$ cat config.mk
export PLATFORM = sky130hd
export DESIGN_NAME = spi_master_param
export DESIGN_NICKNAME = d
export VERILOG_FILES = /design/src/rtl/spi_master_pkg.sv /design/src/rtl/spi_master_param_clk_gen.sv /design/src/rtl/spi_master_param.sv
export SDC_FILE = /design/constraint.sdc
export NUM_CORES = 1
export LEC_CHECK = 0
export CAP_MARGIN = 20
export CELL_PAD_IN_SITES_DETAIL_PLACEMENT = 0
export CELL_PAD_IN_SITES_GLOBAL_PLACEMENT = 1
export CORE_ASPECT_RATIO = 0.7
export CORE_MARGIN = 10
export CORE_UTILIZATION = 45
export CTS_CLUSTER_DIAMETER = 200
export DETAILED_ROUTE_END_ITERATION = 8
export GPL_TIMING_DRIVEN = 0
export MAX_ROUTING_LAYER = met4
export PLACE_DENSITY_LB_ADDON = 0.1
export SLEW_MARGIN = 40
export SYNTH_ARGS = -nofsm -noshare
export SYNTH_HDL_FRONTEND = slang
export SYNTH_SLANG_ARGS = --single-unit
$ cat constraint.sdc
create_clock -name pro_clk -period 2.4 [get_ports pro_clk]
set_input_delay 0.24 -clock pro_clk [delete_from_list [all_inputs] [get_ports pro_clk]]
set_output_delay 0.24 -clock pro_clk [all_outputs]
set_load 0.02 [all_outputs]
$ cat src/rtl/spi_master_pkg.sv
// Shared definitions for the parametrised SPI master: register map, CTRL and
// STATUS bit positions, and the transfer state encoding.
package spi_master_pkg;

    localparam logic [1:0] ADDR_CTRL   = 2'd0;
    localparam logic [1:0] ADDR_DIV    = 2'd1;
    localparam logic [1:0] ADDR_DATA   = 2'd2;
    localparam logic [1:0] ADDR_STATUS = 2'd3;

    localparam int CTRL_W      = 8;
    localparam int CTRL_CPOL   = 0;
    localparam int CTRL_CPHA   = 1;
    localparam int CTRL_LSB    = 2;
    localparam int CTRL_HOLD   = 3;
    localparam int CTRL_IRQ_EN = 4;
    localparam int CTRL_SS_LO  = 5;
    localparam int SS_IDX_W    = 3;

    localparam int STAT_DONE    = 0;
    localparam int STAT_OVERRUN = 1;
    localparam int STAT_BUSY    = 2;

    typedef enum logic [1:0] {
        ST_IDLE  = 2'd0,
        ST_SETUP = 2'd1,
        ST_XFER  = 2'd2,
        ST_TRAIL = 2'd3
    } state_e;

endpackage

$ cat src/rtl/spi_master_param_clk_gen.sv
// Half-period tick generator: emits a one-cycle tick every DIV+1 enabled cycles,
// restarting from zero whenever the enable rises.
module spi_clk_gen #(
    parameter int DIV_W = 8
) (
    input  logic             clk,
    input  logic             rst,
    input  logic             en,
    input  logic [DIV_W-1:0] div,
    output logic             tick
);

    logic [DIV_W-1:0] cnt_q, cnt_d;

    // Counter sits at zero while disabled, so the first tick lands DIV+1 cycles after enable.
    always_comb begin
        tick  = en && (cnt_q == div);
        cnt_d = '0;
        if (en && !tick) begin
            cnt_d = cnt_q + DIV_W'(1);
        end
    end

    always_ff @(posedge clk or posedge rst) begin
        if (rst) begin
            cnt_q <= '0;
        end else begin
            cnt_q <= cnt_d;
        end
    end

endmodule

$ cat src/rtl/spi_master_param.sv
// Register-mapped SPI master: CTRL/DIV/DATA/STATUS registers, transfer FSM,
// shift register and slave-select decode, all clocked from pro_clk.
module spi_master_param
    import spi_master_pkg::*;
#(
    parameter int DATA_W = 8,
    parameter int NUM_SS = 8,
    parameter int DIV_W  = 8
) (
    input  logic              pro_clk,
    input  logic              rst,
    input  logic [1:0]        addr,
    input  logic              wr_en,
    input  logic              rd_en,
    input  logic [DATA_W-1:0] wdata,
    output logic [DATA_W-1:0] rdata,
    output logic              sclk,
    output logic              mosi,
    input  logic              miso,
    output logic [NUM_SS-1:0] ss_n,
    output logic              busy,
    output logic              irq
);

    localparam int CNT_W = $clog2(2 * DATA_W + 1);
    localparam logic [CNT_W-1:0] LAST_EDGE = CNT_W'(2 * DATA_W);

    state_e              state_q, state_d;
    logic [CTRL_W-1:0]   ctrl_q, ctrl_d;
    logic [DIV_W-1:0]    div_q, div_d;
    logic [DATA_W-1:0]   sr_q, sr_d;
    logic [DATA_W-1:0]   rx_q, rx_d;
    logic [DATA_W-1:0]   rdata_q, rdata_d;
    logic [CNT_W-1:0]    edge_cnt_q, edge_cnt_d;
    logic                rx_bit_q, rx_bit_d;
    logic                mosi_q, mosi_d;
    logic                sclk_q, sclk_d;
    logic                ss_active_q, ss_active_d;
    logic                done_q, done_d;
    logic                overrun_q, overrun_d;

    logic                tick;
    logic                idle;
    logic                wr_ctrl, wr_div, wr_data, wr_status, rd_data;
    logic                cpha, lsb_first, leading, last_edge;
    logic [SS_IDX_W-1:0] ss_idx;
    logic [DATA_W-1:0]   shifted;

    function automatic logic [DATA_W-1:0] shift_in(input logic [DATA_W-1:0] v,
                                                   input logic b,
                                                   input logic lsb);
        return lsb ? {b, v[DATA_W-1:1]} : {v[DATA_W-2:0], b};
    endfunction

    function automatic logic out_bit(input logic [DATA_W-1:0] v, input logic lsb);
        return lsb ? v[0] : v[DATA_W-1];
    endfunction

    spi_clk_gen #(.DIV_W(DIV_W)) u_clk_gen (
        .clk  (pro_clk),
        .rst  (rst),
        .en   (!idle),
        .div  (div_q),
        .tick (tick)
    );

    assign idle      = (state_q == ST_IDLE);
    assign wr_ctrl   = wr_en && (addr == ADDR_CTRL);
    assign wr_div    = wr_en && (addr == ADDR_DIV);
    assign wr_data   = wr_en && (addr == ADDR_DATA);
    assign wr_status = wr_en && (addr == ADDR_STATUS);
    assign rd_data   = rd_en && (addr == ADDR_DATA);
    assign cpha      = ctrl_q[CTRL_CPHA];
    assign lsb_first = ctrl_q[CTRL_LSB];
    assign ss_idx    = ctrl_q[CTRL_SS_LO +: SS_IDX_W];
    assign leading   = !edge_cnt_q[0];
    assign last_edge = (edge_cnt_q + CNT_W'(1)) == LAST_EDGE;

    // Register file, transfer FSM and shift datapath.
    always_comb begin
        state_d     = state_q;
        ctrl_d      = ctrl_q;
        div_d       = div_q;
        sr_d        = sr_q;
        rx_d        = rx_q;
        rdata_d     = rdata_q;
        edge_cnt_d  = edge_cnt_q;
        rx_bit_d    = rx_bit_q;
        mosi_d      = mosi_q;
        sclk_d      = sclk_q;
        ss_active_d = ss_active_q;
        done_d      = done_q;
        overrun_d   = overrun_q;
        shifted     = shift_in(sr_q, cpha ? miso : rx_bit_q, lsb_first);

        if (rd_data) begin
            done_d = 1'b0;
        end
        if (wr_status && wdata[STAT_OVERRUN]) begin
            overrun_d = 1'b0;
        end

        if (idle) begin
            if (wr_ctrl) begin
                ctrl_d = wdata[CTRL_W-1:0];
                if (!wdata[CTRL_HOLD] || (wdata[CTRL_SS_LO +: SS_IDX_W] != ss_idx)) begin
                    ss_active_d = 1'b0;
                end
            end
            if (wr_div) begin
                div_d = DIV_W'(wdata);
            end
            sclk_d = ctrl_d[CTRL_CPOL];
            if (wr_data) begin
                state_d     = ST_SETUP;
                sr_d        = wdata;
                edge_cnt_d  = '0;
                rx_bit_d    = 1'b0;
                ss_active_d = 1'b1;
                if (!cpha) begin
                    mosi_d = out_bit(wdata, lsb_first);
                end
            end
        end else if (wr_data) begin
            overrun_d = 1'b1;
        end

        case (state_q)
            ST_SETUP: begin
                if (tick) begin
                    state_d = ST_XFER;
                end
            end
            ST_XFER: begin
                if (tick) begin
                    sclk_d     = !sclk_q;
                    edge_cnt_d = edge_cnt_q + CNT_W'(1);
                    // CPHA=0 samples on leading and shifts on trailing; CPHA=1 the reverse.
                    if (!cpha) begin
                        if (leading) begin
                            rx_bit_d = miso;
                        end else begin
                            sr_d = shifted;
                            if (!last_edge) begin
                                mosi_d = out_bit(shifted, lsb_first);
                            end
                        end
                    end else begin
                        if (leading) begin
                            mosi_d = out_bit(sr_q, lsb_first);
                        end else begin
                            sr_d = shifted;
                        end
                    end
                    if (last_edge) begin
                        state_d = ST_TRAIL;
                    end
                end
            end
            ST_TRAIL: begin
                if (tick) begin
                    state_d     = ST_IDLE;
                    rx_d        = sr_q;
                    done_d      = 1'b1;
                    ss_active_d = ctrl_q[CTRL_HOLD];
                end
            end
            default: ;
        endcase

        if (rd_en) begin
            case (addr)
                ADDR_CTRL:   rdata_d = DATA_W'(ctrl_q);
                ADDR_DIV:    rdata_d = DATA_W'(div_q);
                ADDR_DATA:   rdata_d = rx_q;
                ADDR_STATUS: rdata_d = DATA_W'({!idle, overrun_q, done_q});
                default:     rdata_d = rdata_q;
            endcase
        end
    end

    always_ff @(posedge pro_clk or posedge rst) begin
        if (rst) begin
            state_q     <= ST_IDLE;
            ctrl_q      <= '0;
            div_q       <= '0;
            sr_q        <= '0;
            rx_q        <= '0;
            rdata_q     <= '0;
            edge_cnt_q  <= '0;
            rx_bit_q    <= 1'b0;
            mosi_q      <= 1'b0;
            sclk_q      <= 1'b0;
            ss_active_q <= 1'b0;
            done_q      <= 1'b0;
            overrun_q   <= 1'b0;
        end else begin
            state_q     <= state_d;
            ctrl_q      <= ctrl_d;
            div_q       <= div_d;
            sr_q        <= sr_d;
            rx_q        <= rx_d;
            rdata_q     <= rdata_d;
            edge_cnt_q  <= edge_cnt_d;
            rx_bit_q    <= rx_bit_d;
            mosi_q      <= mosi_d;
            sclk_q      <= sclk_d;
            ss_active_q <= ss_active_d;
            done_q      <= done_d;
            overrun_q   <= overrun_d;
        end
    end

    // An out-of-range SS_IDX matches no line, so the transfer runs unselected.
    always_comb begin
        ss_n = '1;
        for (int i = 0; i < NUM_SS; i++) begin
            if (ss_active_q && (ss_idx == SS_IDX_W'(i))) begin
                ss_n[i] = 1'b0;
            end
        end
    end

    assign rdata = rdata_q;
    assign sclk  = sclk_q;
    assign mosi  = mosi_q;
    assign busy  = !idle;
    assign irq   = done_q && ctrl_q[CTRL_IRQ_EN];

endmodule

==> results.sh, run 1 <==
export IMPL_layout_drive_gt1_share_pct=17.5
export IMPL_cts_repair_resize_count=0
export IMPL_seq_area_frac_synth_pct=47.3
export IMPL_p_leak_nw=1.69
export IMPL_initial_antenna_violation_count=0
export IMPL_grt_overflow=0
export IMPL_worstRegToRegCells=6
export IMPL_synth_ff_latch_count=61
export IMPL_place_port_buffers=34
export IMPL_drt_iter0_drc=223
export IMPL_critPathSlowestCell="sky130_fd_sc_hd__dfrtp_1"
export IMPL_critPathCaptureType="flip-flop"
export IMPL_cellPowerDensity_mw_per_mm2=1150
export IMPL_drt_pass1_iterations=4
export IMPL_drc=0
export IMPL_cts_hold_fix_buffers=0
export IMPL_ant_nets=0
export IMPL_final_nets=355
export IMPL_total_count_of_hold_check_failures_in_the_final_report=0
export IMPL_number_of_enable_flip_flop_cells_after_synthesis=0
export IMPL_postSynthCellCount=292
export IMPL_clock_root_buffer="sky130_fd_sc_hd__clkbuf_8"
export IMPL_start_util_pct=47.1
export IMPL_clock_fmax_ghz=0.461
export IMPL_finalCritPeriodShare_pct=90.3
export IMPL_detailedPlacementHpwl_mm=5.81
export IMPL_kind_of_cell_adding_the_most_delay_to_the_critical_path="simple AND/OR/NAND/NOR gates"
export IMPL_placement_rows=25
export IMPL_overall_routed_net_length_mm=7.97
export IMPL_gp_routability_congestion=0.811
export IMPL_synthDistinctLibCells=50
export IMPL_tightestPinTransition_ns=0.495
export IMPL_grt_max_degree=43
export IMPL_crit_path_cell_trace="xor2_1 > nor4_4 > nand4_2 > clkbuf_1 > a211oi_1 > a21oi_1"
export IMPL_postSynth_topFlopCell="sky130_fd_sc_hd__dfrtp_1"
export IMPL_critPathMaxStageDelay_ns=0.43
export IMPL_irDropWorstVdd_mv=0.538
export IMPL_clock_insertion_delay_worst_skew_ns=0.34
export IMPL_floorplan_die_width_um=121
export IMPL_status="finished clean"
export IMPL_h_tree_levels=3
export IMPL_worst_r2r_startpoint="u_clk_gen.cnt_q[3]"
export IMPL_setup_worst_path_start_class="flip-flop"
export IMPL_placeableCoreArea_mm2=0.00685
export IMPL_crit_arrival_ns=2.38
export IMPL_critical_path_max_fanout=10
export IMPL_grt_total_usage_pct=15.5
export IMPL_clockBufferDepth=2
export IMPL_total_power_mw=4.51
export IMPL_cts_buffers_inserted=9
export IMPL_boundaryPins=35
export IMPL_fill_cells=605
export IMPL_drv_max_cap_violation_count=0
export IMPL_most_common_layout_cells="61 x sky130_fd_sc_hd__dfrtp_1, 34 x sky130_fd_sc_hd__clkdlybuf4s50_1, 24 x sky130_fd_sc_hd__mux2_2, 21 x sky130_fd_sc_hd__nor2_1, 21 x sky130_fd_sc_hd__a21oi_1"
export IMPL_setup_repair_after_global_routing_missed_its_margin="no"
export IMPL_post_synth_instance_area_mm2=0.00323
export IMPL_worstReg2RegEnd="sr_q[7]"
export IMPL_die_height_um=90.9
export IMPL_via_count_of_the_first_global_routing_pass=2404
export IMPL_period_needed_ns=2.17
export IMPL_commonest_non_fill_non_tap_cell_in_the_layout="sky130_fd_sc_hd__dfrtp_1"
export IMPL_clk_transition_reported_paths_ns=0.08
export IMPL_synth_top_area_share_pct=47.3
export IMPL_yosys_area_top_type="sky130_fd_sc_hd__dfrtp_1"
export IMPL_finClkSkew_ns=0.0101
export IMPL_postSynthNetCount=309
export IMPL_die_area_mm2=0.0110
export IMPL_syn2layout_area_growth_pct=21.0
export IMPL_insertedDiodeCount=0
export IMPL_ys_warn_count=0
export IMPL_post_cts_buffers=0
export IMPL_reg2reg_slack_ns=0.23
export IMPL_slew_viol_final=0
export IMPL_via_count=2393
export IMPL_synth_top_cells_by_area="sky130_fd_sc_hd__dfrtp_1 47%, sky130_fd_sc_hd__mux2_2 8.4%, sky130_fd_sc_hd__mux2i_1 5.0%"
export IMPL_proportion_of_register_bits_with_asynchronous_set_or_reset_after_synthesis_pct=100
export IMPL_cts_num_sinks=61
export IMPL_hold_path_class="input pin to asynchronous set/reset pin"
export IMPL_synth_avg_cell_area_um2=11.1
export IMPL_crit_buf_inv=1
export IMPL_route_detailed_wl_per_inst_um=18.2
export IMPL_cts_tree="yes"
export IMPL_max_slew_margin_pct=67.0
export IMPL_setup_viol_count_final=0
export IMPL_grt_pass1_wl_mm=13.2
export IMPL_avgViaCountPerCell=5.48
export IMPL_path_class="flip-flop to flip-flop"
export IMPL_required_ns=2.61
export IMPL_final_core_utilization_pct=57.1
## synth_stat cells, drive strengths merged (3+ instances only)
| cell | n |
|---|---|
| dfrtp | 61 |
| nor2b | 11 |
| clkbuf | 10 |
| a211oi | 7 |
| and3 | 3 |
| nor4 | 3 |
| o21ai | 5 |
| nor2 | 23 |
| xor2 | 15 |
| mux2 | 32 |
| mux2i | 16 |
| a21oi | 21 |
| nand2 | 12 |
| inv | 6 |
| nand3 | 18 |
| xnor2 | 5 |
| mux4 | 3 |
| buf | 5 |
## area by class of cell
class                      instances  area, um^2  area share, %
multi-input combinational        210        1620           41.3
sequential                        61        1530           39.1
timing repair buffer              35         360           9.22
clock buffer                       9         124           3.17
tap                               94         118           3.01
clock inverter                     7        75.1           1.92
buffer                            15        65.1           1.66
inverter                           6        25.0          0.640
## power breakdown
group / internal (mW) / leakage, nW / switching, mW
Combinational: 0.845 / 0.833 / 0.905
Clock: 0.484 / 0.104 / 0.441
Sequential: 1.43 / 0.753 / 0.396
Total: 2.76 / 1.69 / 1.74
## worst max-delay path by stage
stage                                   from           to  slack, ns  cells past startpoint
after detailed placement             addr[1]      sr_q[4]       0.02                      7
after CTS                           div_q[3]      sr_q[7]       0.27                      6
final                     u_clk_gen.cnt_q[3]      sr_q[7]       0.23                      6
after global routing                div_q[4]      sr_q[7]       0.14                      6
after floorplan                   state_q[1]  ss_active_q       0.58                      7
after global placement                   rst      sr_q[5]      -0.55                      2
## state kept, by name, indices dropped and copies added, names as in the netlist, 2 cells and up
signal / count
rdata: 8
edge_cnt_q: 5
sr_q: 8
u_clk_gen.cnt_q: 8
ctrl_q: 8
rx_q: 8
state_q: 2
div_q: 8
## kinds of logic (layout without fill, tap and decap cells)
group	after synthesis	after routing	share of synthesized area [%]
adders and majority gates	2	2	0.775
buffers and inverters	21	72	2.71
DFF	61	61	47.3
muxes	51	51	18.2
xor gates and xnor gates	20	20	5.42
AOI/OAI and AO/OA	50	50	10.1
and+or+nand+nor	87	87	15.5
## per-stage QoR
stage | instances | setup WS, ns | hold WS [ns] | setup TNS [ns] | area (um^2)
after detailed placement | 421 | 0.0182 | 0.473 | 0 | 3710
after global routing | 437 | 0.137 | 0.214 | 0 | 3910
final | 437 | 0.233 | 0.191 | 0 | 3910
after global placement | 420 | -0.548 | 0.471 | -33.11 | 3690
after floorplan | 292 | 0.579 | 0.377 | 0 | 3230
after CTS | 437 | 0.268 | 0.189 | 0 | 3910
## metal layers
layer | wire, um | part of all wire [%] | track usage, %
met4 | 44 | 0.55 | 3.47
met3 | 306 | 3.8 | 4.25
met5 | 0 | 0 | -
met1 | 4170 | 52 | 21.7
met2 | 3440 | 43 | 21.5
(Power assumes the default switching activity.)
==> run 2: changes to the inputs <==
--- a/config.mk
+++ b/config.mk
@@ -14,7 +14,6 @@
 export CTS_CLUSTER_DIAMETER = 200
 export DETAILED_ROUTE_END_ITERATION = 8
 export GPL_TIMING_DRIVEN = 0
-export MAX_ROUTING_LAYER = met4
 export PLACE_DENSITY_LB_ADDON = 0.1
 export SLEW_MARGIN = 40
 export SYNTH_ARGS = -nofsm -noshare
==> run 2 against run 1 <==
  * Setup slack improved by 0.014 ns
  * Sequential share of layout area did not move
  * Cell count unchanged
  * Via count up 0.75%
  * Non-clock buffer count did not move
  * Hold slack better by 0.0019 ns
  * Critical path type unchanged
  * Largest power group unchanged
==> results.sh, run 2 (synthesis results as in run 1) <==
export IMPL_status="finished clean"
export IMPL_critical_path_max_fanout=10
export IMPL_drt_pass1_iterations=4
export IMPL_initial_antenna_violation_count=0
export IMPL_clock_fmax_ghz=0.464
export IMPL_clk_transition_reported_paths_ns=0.08
export IMPL_placeableCoreArea_mm2=0.00685
export IMPL_crit_arrival_ns=2.36
export IMPL_cts_repair_resize_count=0
export IMPL_p_leak_nw=1.69
export IMPL_clock_insertion_delay_worst_skew_ns=0.34
export IMPL_grt_pass1_wl_mm=13.2
export IMPL_required_ns=2.61
export IMPL_max_slew_margin_pct=66.2
export IMPL_final_cell_count_no_fill=437
export IMPL_cts_hold_fix_buffers=0
export IMPL_h_tree_levels=3
export IMPL_hold_path_class="input pin to asynchronous set/reset pin"
export IMPL_finClkSkew_ns=0.0101
export IMPL_layout_drive_gt1_share_pct=17.5
export IMPL_floorplan_die_width_um=121
export IMPL_most_common_layout_cells="61 x sky130_fd_sc_hd__dfrtp_1, 34 x sky130_fd_sc_hd__clkdlybuf4s50_1, 24 x sky130_fd_sc_hd__mux2_2, 21 x sky130_fd_sc_hd__nor2_1, 21 x sky130_fd_sc_hd__a21oi_1"
export IMPL_ant_nets=0
export IMPL_finalCritPeriodShare_pct=89.7
export IMPL_die_area_mm2=0.0110
export IMPL_placed_cells=421
export IMPL_timing_hold_ws_ns=0.193
export IMPL_die_height_um=90.9
export IMPL_drv_max_cap_violation_count=0
export IMPL_grt_total_usage_pct=15.0
export IMPL_clock_root_buffer="sky130_fd_sc_hd__clkbuf_8"
export IMPL_cellPowerDensity_mw_per_mm2=1150
export IMPL_via_count_of_the_first_global_routing_pass=2406
export IMPL_final_core_utilization_pct=57.1
export IMPL_grt_overflow=0
export IMPL_post_cts_buffers=0
export IMPL_commonest_non_fill_non_tap_cell_in_the_layout="sky130_fd_sc_hd__dfrtp_1"
export IMPL_cts_tree="yes"
export IMPL_detailedPlace_worstSlack_ns=0.0182
export IMPL_period_needed_ns=2.15
export IMPL_irDropWorstVdd_mv=0.538
export IMPL_via_count=2411
export IMPL_setup_viol_count_final=0
export IMPL_setup_worst_path_start_class="flip-flop"
export IMPL_boundaryPins=35
export IMPL_placement_rows=25
export IMPL_detailedPlacementHpwl_mm=5.81
export IMPL_overall_routed_net_length_mm=7.98
export IMPL_syn2layout_area_growth_pct=21.0
export IMPL_drc=0
export IMPL_cts_buffers_inserted=9
export IMPL_slew_viol_final=0
export IMPL_critPathCaptureType="flip-flop"
export IMPL_avgViaCountPerCell=5.52
export IMPL_total_count_of_hold_check_failures_in_the_final_report=0
export IMPL_place_port_buffers=34
export IMPL_route_detailed_wl_per_inst_um=18.3
export IMPL_start_util_pct=47.1
export IMPL_final_nets=355
export IMPL_tightestPinTransition_ns=0.507
export IMPL_grt_max_degree=43
export IMPL_drt_iter0_drc=224
export IMPL_setup_repair_after_global_routing_missed_its_margin="no"
export IMPL_insertedDiodeCount=0
export IMPL_gp_routability_congestion=0.799
export IMPL_cts_num_sinks=61
export IMPL_final_setup_worst_slack_ns=0.247
export IMPL_clockBufferDepth=2
export IMPL_path_class="flip-flop to flip-flop"
==> run 2: cell counts in the layout (fill, tap and decap cells not counted) <==
No cell type changed its count.
==> run 2: critical path, stage by stage, from the launching register on <==
cell and delay [ns]:
sky130_fd_sc_hd__dfrtp_1 0.43, sky130_fd_sc_hd__xor2_1 0.19, sky130_fd_sc_hd__nor4_4 0.43, sky130_fd_sc_hd__nand4_2 0.31, sky130_fd_sc_hd__clkbuf_1 0.31, sky130_fd_sc_hd__a211oi_1 0.26
sky130_fd_sc_hd__a21oi_1 0.07
==> run 2: cell type report <==
class	count	area [um^2]
Clock buffer	9	124
Buffer	15	65.1
Multi-Input combinational cell	210	1620
Tap cell	94	118
Inverter	6	25.0
Timing Repair Buffer	35	360
Clock inverter	7	75.1
Fill cell	605	2940
Sequential cell	61	1530
==> run 2: final timing paths <==
kind | startpoint | endpoint | slack [ns] | cells after the start
min in group pro_clk | rx_q[0] | rx_q[0] | 0.49 | 1
hold reg to reg | rx_q[0] | rx_q[0] | 0.49 | 1
max in group asynchronous | rst | div_q[4] | 1.69 | 3
setup / recovery | u_clk_gen.cnt_q[3] | sr_q[7] | 0.25 | 6
setup reg to reg | u_clk_gen.cnt_q[3] | sr_q[7] | 0.25 | 6
hold / removal | rst | edge_cnt_q[4] | 0.19 | 2
==> run 2: stage by stage <==
step / total power [mW] / cell area, um^2 / setup TNS (ns)
after floorplan: 2.97 / 3230 / 0
after global placement: 3.54 / 3690 / -33.11
after detailed placement: 3.59 / 3710 / 0
after CTS: 4.53 / 3910 / 0
after global routing: 4.81 / 3910 / 0
final: 4.51 / 3910 / 0
==> run 2: routing by layer <==
metal	GRT usage [%]	routed length (um)	up-vias
met5	0	0	-
met4	3.47	46	0
met3	4.81	408	5
met2	21.5	3440	58
met1	21.3	4090	1196
li1	-	-	1152
==> run 2: where the power goes <==
group          switching [mW]  internal, mW
Clock                   0.442         0.484
Combinational           0.907         0.845
Sequential              0.396          1.43
Total                    1.74          2.76
